<file path="config.mk">
export PLATFORM = sky130hd
export DESIGN_NAME = disp_scan_ctrl
export DESIGN_NICKNAME = d
export VERILOG_FILES = /design/src/rtl/disp_scan_ctrl.sv
export SDC_FILE = /design/constraint.sdc
export NUM_CORES = 1
export LEC_CHECK = 0
export ABC_CLOCK_PERIOD_IN_PS = 3150
export CORE_MARGIN = 2
export CORE_UTILIZATION = 53
export CTS_CLUSTER_SIZE = 20
export DETAILED_ROUTE_END_ITERATION = 16
export PLACE_DENSITY = 0.72
export SYNTH_ARGS = -nofsm -noshare
export SYNTH_HDL_FRONTEND = slang
export SYNTH_SLANG_ARGS = --single-unit
</file>
<file path="constraint.sdc">
create_clock -name clk -period 3.15 [get_ports clk]
set_input_delay 0.63 -clock clk [delete_from_list [all_inputs] [get_ports clk]]
set_output_delay 0.63 -clock clk [all_outputs]
set_load 0.02 [all_outputs]
</file>
<file path="src/rtl/disp_scan_ctrl.sv">
// disp_scan_ctrl: accepts 32-bit values over a valid/ready handshake,
// optionally converts them to BCD (iterative shift-add-3), holds the result
// in a display buffer, and scans it onto an 8-digit seven-segment display.
//
// Ports:
//   clk        system clock, rising edge
//   reset      synchronous, active-low
//   value_in   value to display
//   load       load request, accepted when load & ready
//   mode_dec   1 = decimal (BCD conversion), 0 = hex pass-through
//   blank_lz   leading-zero blanking enable (live)
//   ready      idle and able to accept a load
//   ovf        last decimal load exceeded 99,999,999
//   digit_out  nibble for the currently selected digit
//   LEDSEL     active-low one-hot digit select, 8'hFF = blanked slot
module disp_scan_ctrl #(
    parameter int unsigned SCAN_DIV = 20000
) (
    input  logic        clk,
    input  logic        reset,
    input  logic [31:0] value_in,
    input  logic        load,
    input  logic        mode_dec,
    input  logic        blank_lz,
    output logic        ready,
    output logic        ovf,
    output logic [3:0]  digit_out,
    output logic [7:0]  LEDSEL
);

    localparam int unsigned DIV_W   = (SCAN_DIV > 1) ? $clog2(SCAN_DIV) : 1;
    localparam int unsigned BIN_W   = 32;
    localparam int unsigned BCD_W   = 40;
    localparam int unsigned BCD_DIG = 10;
    localparam int unsigned CNT_W   = 6;
    localparam logic [DIV_W-1:0] DIV_LAST = DIV_W'(SCAN_DIV - 1);
    localparam logic [CNT_W-1:0] ITER_LAST = CNT_W'(BIN_W - 1);

    typedef enum logic [1:0] {
        S_IDLE = 2'd0,
        S_CONV = 2'd1,
        S_DONE = 2'd2
    } state_t;

    state_t             state_q, state_d;
    logic [BIN_W-1:0]   bin_q, bin_d;
    logic [BCD_W-1:0]   bcd_q, bcd_d;
    logic [BCD_W-1:0]   bcd_adj;
    logic [CNT_W-1:0]   cnt_q, cnt_d;
    logic               dec_q, dec_d;
    logic [31:0]        buf_q, buf_d;
    logic               ovf_q, ovf_d;
    logic               ready_q, ready_d;
    logic [DIV_W-1:0]   div_q, div_d;
    logic [2:0]         idx_q, idx_d;
    logic [3:0]         digit_q, digit_d;
    logic [7:0]         sel_q, sel_d;
    logic [2:0]         top_nz;
    logic               accept;

    assign accept = load & ready_q;

    // State register
    always_ff @(posedge clk) begin
        if (!reset) begin
            state_q <= S_IDLE;
        end else begin
            state_q <= state_d;
        end
    end

    // Next-state logic
    always_comb begin
        state_d = state_q;
        unique case (state_q)
            S_IDLE:  if (accept) state_d = mode_dec ? S_CONV : S_DONE;
            S_CONV:  if (cnt_q == ITER_LAST) state_d = S_DONE;
            S_DONE:  state_d = S_IDLE;
            default: state_d = S_IDLE;
        endcase
    end

    // Add-3 correction for every BCD digit >= 5 ahead of the shift
    always_comb begin
        bcd_adj = bcd_q;
        for (int i = 0; i < int'(BCD_DIG); i++) begin
            if (bcd_q[4*i +: 4] >= 4'd5) begin
                bcd_adj[4*i +: 4] = bcd_q[4*i +: 4] + 4'd3;
            end
        end
    end

    // Conversion datapath and buffer commit; hex loads reuse bin_q as the result register
    always_comb begin
        bin_d = bin_q;
        bcd_d = bcd_q;
        cnt_d = cnt_q;
        dec_d = dec_q;
        buf_d = buf_q;
        ovf_d = ovf_q;
        unique case (state_q)
            S_IDLE: begin
                if (accept) begin
                    bin_d = value_in;
                    dec_d = mode_dec;
                    if (mode_dec) begin
                        bcd_d = '0;
                        cnt_d = '0;
                    end
                end
            end
            S_CONV: begin
                bcd_d = {bcd_adj[BCD_W-2:0], bin_q[BIN_W-1]};
                bin_d = {bin_q[BIN_W-2:0], 1'b0};
                cnt_d = cnt_q + CNT_W'(1);
            end
            S_DONE: begin
                if (!dec_q) begin
                    buf_d = bin_q;
                    ovf_d = 1'b0;
                end else if (bcd_q[BCD_W-1:32] != 8'h00) begin
                    buf_d = 32'hEEEE_EEEE;
                    ovf_d = 1'b1;
                end else begin
                    buf_d = bcd_q[31:0];
                    ovf_d = 1'b0;
                end
            end
            default: ;
        endcase
        ready_d = (state_d == S_IDLE);
    end

    // Highest nonzero nibble of the buffer; 0 when the buffer is all zero
    always_comb begin
        top_nz = 3'd0;
        for (int i = 0; i < 8; i++) begin
            if (buf_q[4*i +: 4] != 4'h0) top_nz = 3'(i);
        end
    end

    // Scan divider, digit index and registered digit/select outputs
    always_comb begin
        div_d   = (div_q == DIV_LAST) ? '0 : div_q + DIV_W'(1);
        idx_d   = (div_q == DIV_LAST) ? idx_q + 3'd1 : idx_q;
        digit_d = buf_q[{idx_d, 2'b00} +: 4];
        sel_d   = (blank_lz && (idx_d > top_nz)) ? 8'hFF : ~(8'b1 << idx_d);
    end

    always_ff @(posedge clk) begin
        if (!reset) begin
            bin_q   <= '0;
            bcd_q   <= '0;
            cnt_q   <= '0;
            dec_q   <= 1'b0;
            buf_q   <= '0;
            ovf_q   <= 1'b0;
            ready_q <= 1'b1;
            div_q   <= '0;
            idx_q   <= '0;
            digit_q <= 4'h0;
            sel_q   <= 8'hFE;
        end else begin
            bin_q   <= bin_d;
            bcd_q   <= bcd_d;
            cnt_q   <= cnt_d;
            dec_q   <= dec_d;
            buf_q   <= buf_d;
            ovf_q   <= ovf_d;
            ready_q <= ready_d;
            div_q   <= div_d;
            idx_q   <= idx_d;
            digit_q <= digit_d;
            sel_q   <= sel_d;
        end
    end

    assign ready     = ready_q;
    assign ovf       = ovf_q;
    assign digit_out = digit_q;
    assign LEDSEL    = sel_q;

endmodule

</file>
# [After elaboration in Yosys (flattened, before gate mapping)]
# Cells that the tools add are included.
[classes] shift=2 order_cmp=11 eq_ne=6 n_bitwise=3 add_sub_neg=13 n_reduce_logical=17 mux=35
[op_table] op="$mux 32" n=3
[op_table] op="$mux 40" n=2
[op_table] op="$pmux 40 s2" n=1
[op_table] op="$pmux 32 s2" n=1
[op_table] op="$ge 4x3->1 const B" n=10
[op_table] op="$add 4x2->4 const B" n=9
[op_table] op="$mux 4" n=9
[op_table] op="$shiftx 32x6->4" n=1
[op_table] op="$reduce_bool 4->1" n=7
[op_table] op="$mux 3" n=8
[op_table] op="$add 15x1->15 const B" n=1
[op_table] op="$eq 15x15->1 const B" n=1
[op_table] op="$mux 6" n=2
[op_table] op="$pmux 6 s2" n=1
[op_table] op="$not 8->8" n=1
[op_table] op="$reduce_bool 8->1" n=1
[op_table] op="$shl 1x3->8 const A" n=1
[op_table] op="$add 6x1->6 const B" n=1
[op_table] op="$eq 6x5->1 const B" n=1
[op_table] op="$mux 2" n=3
[op_table] op="$logic_not 2->1" n=2
[op_table] op="$mux 1" n=4
[op_table] op="$ne 2x2->1 const B" n=2
[op_table] op="$pmux 2 s2" n=1
[op_table] op="12 further kinds" n=14
[word_totals] in_bits=37 out_inout_bits=14 register_bits=145 wordCells=100

# [Depth between registers and ports, before layout]
# Gate-level depths: netlist (run 1).
[logic_depth] depth_word=11 ltp_mapped=12 mapped_depth_nobuf=12

# [Worst setup path after synthesis (run 1)]
# No wires, ideal clock.
[synth_timing] path_type="flip-flop to flip-flop" from="register div_q[6]" to="register sel_q[7] (netlist: LEDSEL[7])" setup_time_ns=0.132 stages_incl_launch_ff=11 required_ns=3.018 arrival_ns=2.805 period_less_slack_ns=2.937 path_slack_ns=0.213 n_path_buf=0 path_cell_list="dfxtp_1 or4b_4 nor4_4 nand2_1 xor2_1 inv_2 ha_1 o21ai_0 a21oi_1 nor3_1 nand2_1"
[synth_between] elab_chain_len=5 word_cells_on_any_way=7 classes_between="1 x order compare; 1 x eq/ne; 1 x shift; 1 x mux; 1 x bitwise; 2 x reduce/logical"
[synth_rtl] item="start: declaration" line_no="54" rtl="logic [DIV_W-1:0] div_q, div_d;"
[synth_rtl] item="start signal: assignment" line_no="171" rtl="div_q <= div_d;"
[synth_rtl] item="$eq 15x15->1 *" line_no="145" rtl="idx_d = (div_q == DIV_LAST) ? idx_q + 3'd1 : idx_q;"
[synth_rtl] item="$mux 3 *" line_no="145"
[synth_rtl] item="via idx_d[2]" line_no="55" rtl="logic [2:0] idx_q, idx_d;"
[synth_rtl] item="$gt 3x3->1" line_no="147" rtl="sel_d = (blank_lz && (idx_d > top_nz)) ? 8'hFF : ~(8'b1 << idx_d);"
[synth_rtl] item="$logic_and 1x1->1" line_no="147"
[synth_rtl] item="$reduce_or 2->1 (no source line)"
[synth_rtl] item="end signal: assignment" line_no="174" rtl="sel_q <= sel_d;"
[synth_rtl] item="end: declaration" line_no="57" rtl="logic [7:0] sel_q, sel_d;"
# The timed path passes the listed nets; every way through them passes the cells marked *.
# A chain may end at the register's enable or synchronous reset.

# [Worst setup path after layout (run 1)]
[layout_timing] from="register div_q[6]" to="register sel_q[1] (netlist: LEDSEL[1])"
# The elaborated chain is that of the path after synthesis.

==> results.txt, run 1 <==
In the synthesized netlist the dominant register cell turns out to be sky130_fd_sc_hd__dfxtp_1. Setup repair after global routing left no endpoint under its margin. In this run the power density over the cells is between 500 and 600 nW/µm². The start point of the worst min-delay path is buf_q[15]. After floorplanning, the core was divided into 41 placement rows. The commonest cells after synthesis are 145 x sky130_fd_sc_hd__dfxtp_1, 133 x sky130_fd_sc_hd__nand2_1, 98 x sky130_fd_sc_hd__nor2_1. After detailed routing, the number of remaining DRC violations is 0. The initial utilization of the core area, before any placement, comes to 0.5450. The detailed-router iteration count before antenna repair is 6. The horizontal extent of the die is around 120 µm. The number of vias in the routed layout came out at 6284. The capturing point of the worst reg2reg path is LEDSEL[1]. By startpoint and endpoint, the worst setup path is classified as reg2reg.

Of the cells placed in the final design, the portion with a size suffix greater than 1 is 0.07771. The worst supply voltage drop on vdd came out at about 0.58 mV. The number of hold buffers added after cts is 0.

The share of flip-flops with an asynchronous set or reset after synthesis is 0. The first routing iteration left between 700 and 800 violations. Across the run, the number of max-cap violations was 0.

The type of origin of the critical path is a register. The number of antenna diodes in the final layout is 0. The number of nets with antenna violations after detailed routing is 0. The run finished with clean final reports. Setup violations remaining at the end of the flow were counted as 0. The worst hold path stage count came out at 2. The worst register-to-register path has a depth of 10. The kind of capture point of the worst setup path is a register. The buffer depth of the longest clock path is 2. The largest family of logic cells by synthesized area is simple AND/OR/NAND/NOR gates.

The maximum fanout encountered on the critical timing path is 9. The share of Yosys cell area claimed by the top area cell type came out at 0.4204. The area growth from synthesis to layout came out at 19.73%. The cell taking the most area after synthesis is sky130_fd_sc_hd__dfxtp_1. Ranked by total cell area, the synthesized netlist is headed by sky130_fd_sc_hd__dfxtp_1 42%, sky130_fd_sc_hd__nand2_1 7.2%, sky130_fd_sc_hd__nor2_1 5.3%.

The reg2reg setup slack is around 0.29 ns. The simple-gate share of the synthesized area is 0.2142. In the final routed layout, each cell accounts on average for roughly 17 µm. The maximum number of pins on one net before global-route repair came out at 48. After synthesis, the share of cell area in mux cells is 0.02283. The switching share of power came out at 0.2334.

The worst endpoint data arrival time is approximately 3.2 ns. Buffers inserted during clock tree synthesis total 17. The share of total power dissipated in combinational logic is 0.095.

The type of the worst min-delay path is reg2reg. The global-route wire length before repair is 29890 µm. In this run the critical register-to-register path is launched from div_q[6]. The number of synthesized flops with an enable pin is 0. The insertion delay to the later sink of the worst-skew pair is approximately 0.43 ns. The portion of the clock cycle consumed by the worst path in the final layout came out at 0.9083.

The synthesized instance count came out at around 830. The worst slew slack as a fraction of its limit is 0.2796. The data required time of the critical path is between 3 and 4 ns. The actual slew at the worst max-slew pin is 1.081 ns.

The final layout contains a little over 900 nets. Routability-driven placement finished with a final weighted congestion of 0.9142. The tree is rooted in a sky130_fd_sc_hd__clkbuf_16. Post-CTS timing repair inserted 0 buffers for setup.

The number of global-route vias before repair was between 6000 and 7000. The number of nets produced by synthesis is 895. The clock-pin slew of the registers on the worst-case setup and hold paths came out at roughly 0.06 ns. The number of antenna violations at the first check in global routing came out at 0. The number of synthesis warnings is 0.

Summed over all layers, the global routing overflow is 0. The area of the mapped netlist came out at around 6900 µm². The core box area came out at about 13000 µm². The leakage power of the design is between 0.002 and 0.003 µW. The power consumption came out at ~4800 µW. The tree built by TritonCTS fans out to about 150 sinks. The path with the worst hold slack has its endpoint at buf_q[15].

The detailed placement HPWL is 11890 µm. The netlist uses 50 different library cells. between 50 and 60 I/O pins were placed. Counting I/O delays and the setup requirement, the final critical path takes around 2.9 ns.

The clock network fraction of design power came out at 0.494. Of the total synthesized cell area, the portion taken by XOR and XNOR cells is 0.04693. CTS built an H-tree with a depth of 4.

The average vias per placed instance is between 6 and 7. The chip height is between 100 and 150 µm. The hold violation count in the final report is 0. TritonCTS built the clock tree. The most instantiated library cell after synthesis is sky130_fd_sc_hd__dfxtp_1. Of the total synthesized cell area, the portion taken by full adders, half adders and majority gates is 0.04892.

The number of pins with negative max-slew slack in the final report came out at 0. Gates resized during post-CTS repair numbered 0. Across every metal layer, demand over resource in global routing totals 0.2648. The post-synthesis area per instance came out at slightly above 8 µm². For this run, the register share of the synthesized area comes to 0.4204. The internal power consumption came out at roughly 3700 µW. The total net switching power is 1129 µW. Derived from the worst setup path, the maximum achievable clock frequency is ~350 MHz.

The die area is 13960 µm². Summed over all layers, the routed wires come to between 15000 and 20000 µm. The count of buffers added on input and output ports is 50. For the final routed database, the setup TNS stands at 0 ns. The complex-gate fraction of the synthesized area is 0.2044.

The share of total power dissipated in sequential elements is 0.411. The total of flip-flops plus latches after synthesis came out at 145. Hold timing on the final database bottoms out at a slack of around 0.47 ns.

The worst clock skew on the final layout is about 0.0059 ns.
[worst max-delay path, stage by stage, from the launching register on]
cell                      delay (ns)
sky130_fd_sc_hd__dfxtp_1        0.37
sky130_fd_sc_hd__or4b_4         0.59
sky130_fd_sc_hd__nor4_4         0.34
sky130_fd_sc_hd__nand2_1        0.13
sky130_fd_sc_hd__xor2_1         0.22
sky130_fd_sc_hd__inv_2          0.12
sky130_fd_sc_hd__ha_1           0.32
sky130_fd_sc_hd__o21ai_0        0.10
sky130_fd_sc_hd__a21oi_1        0.14
sky130_fd_sc_hd__nor3_1         0.30
sky130_fd_sc_hd__nand2_1        0.09
[routing by layer]
layer / vias up / wire length, µm / track usage
li1: 3026 / - / -
met1: 3002 / 7727 / 0.3458
met2: 217 / 8435 / 0.4227
met3: 39 / 1336 / 0.06708
met4: 0 / 416 / 0.09789
met5: - / 0 / 0
[flip-flops by register name (all words and copies together), names as in the netlist]
name / flops
state_q: 2
bcd_q: 40
div_q: 15
dec_q: 1
idx_q: 3
bin_q: 32
ovf: 1
digit_out: 4
LEDSEL: 8
cnt_q: 6
ready: 1
buf_q: 32
[cell usage in the layout, fill, tap and decap left out, types with 17 or more instances in the layout]
cell type                           n
sky130_fd_sc_hd__a21oi_1           63
sky130_fd_sc_hd__a22oi_1           22
sky130_fd_sc_hd__a311oi_1          31
sky130_fd_sc_hd__clkbuf_16         17
sky130_fd_sc_hd__clkdlybuf4s50_1   50
sky130_fd_sc_hd__dfxtp_1          145
sky130_fd_sc_hd__ha_1              27
sky130_fd_sc_hd__inv_1             22
sky130_fd_sc_hd__nand2_1          133
sky130_fd_sc_hd__nor2_1            98
sky130_fd_sc_hd__nor3_1            28
sky130_fd_sc_hd__o21ai_0           31
sky130_fd_sc_hd__o221ai_1          24
sky130_fd_sc_hd__xor2_1            23
[worst max-delay path by stage]
stage,from,to,slack [ns]
after floorplan,div_q[6],LEDSEL[7],0.21
after global routing,div_q[0],LEDSEL[3],0.11
final,div_q[6],LEDSEL[1],0.29
after CTS,div_q[6],LEDSEL[7],0.26
after global placement,div_q[6],LEDSEL[7],0.42
after detailed placement,div_q[6],LEDSEL[6],0.28
[area by class of cell]
type	count	area (µm²)
Clock inverter	11	230.2
Clock buffer	21	470.5
Timing Repair Buffer	65	613.1
Tap cell	172	215.2
Fill cell	1034	4403
Multi-Input combinational cell	608	3741
Inverter	25	95.09
Sequential cell	145	2903
[power by group through the flow]
stage | Sequential (µW) | Clock (µW) | Combinational [µW]
final | 1990 | 2390 | 460
after global routing | 2000 | 2490 | 505
after CTS | 1990 | 2410 | 452
after detailed placement | 2030 | 0 | 450
after global placement | 2020 | 0 | 438
after floorplan | 2000 | 0 | 299
[stage by stage]
step / util / worst slack (ns) / instance area (µm²) / std cells
after floorplan: - / 0.2132 / 6905 / 831
after global placement: 0.5968 / 0.4167 / 7562 / 1015
after detailed placement: 0.5968 / 0.2843 / 7562 / 1015
after CTS: 0.6521 / 0.2563 / 8263 / 1047
after global routing: 0.6525 / 0.1063 / 8268 / 1047
final: 0.6525 / 0.2889 / 8268 / 1047
[cells by family (layout without fill, tap and decap cells)]
kind of cell	after synthesis	after routing
AOI/OAI and AO/OA	202	202
muxes	11	11
DFF	145	145
and+or+nand+nor	331	331
adders and majority gates	27	27
buffers and inverters	78	122
xor gates and xnor gates	37	37
Power figures use the tool's default switching activity.
==> inputs of run 2 (changes only) <==
--- a/config.mk
+++ b/config.mk
@@ -8,7 +8,7 @@
 export ABC_CLOCK_PERIOD_IN_PS = 3150
 export CORE_MARGIN = 2
 export CORE_UTILIZATION = 53
-export CTS_CLUSTER_SIZE = 20
+export CTS_CLUSTER_SIZE = 25
 export DETAILED_ROUTE_END_ITERATION = 16
 export PLACE_DENSITY = 0.72
 export SYNTH_ARGS = -nofsm -noshare
==> results of run 2 <==
The final DEF is identical to that of run 1; final timing and power are the same.
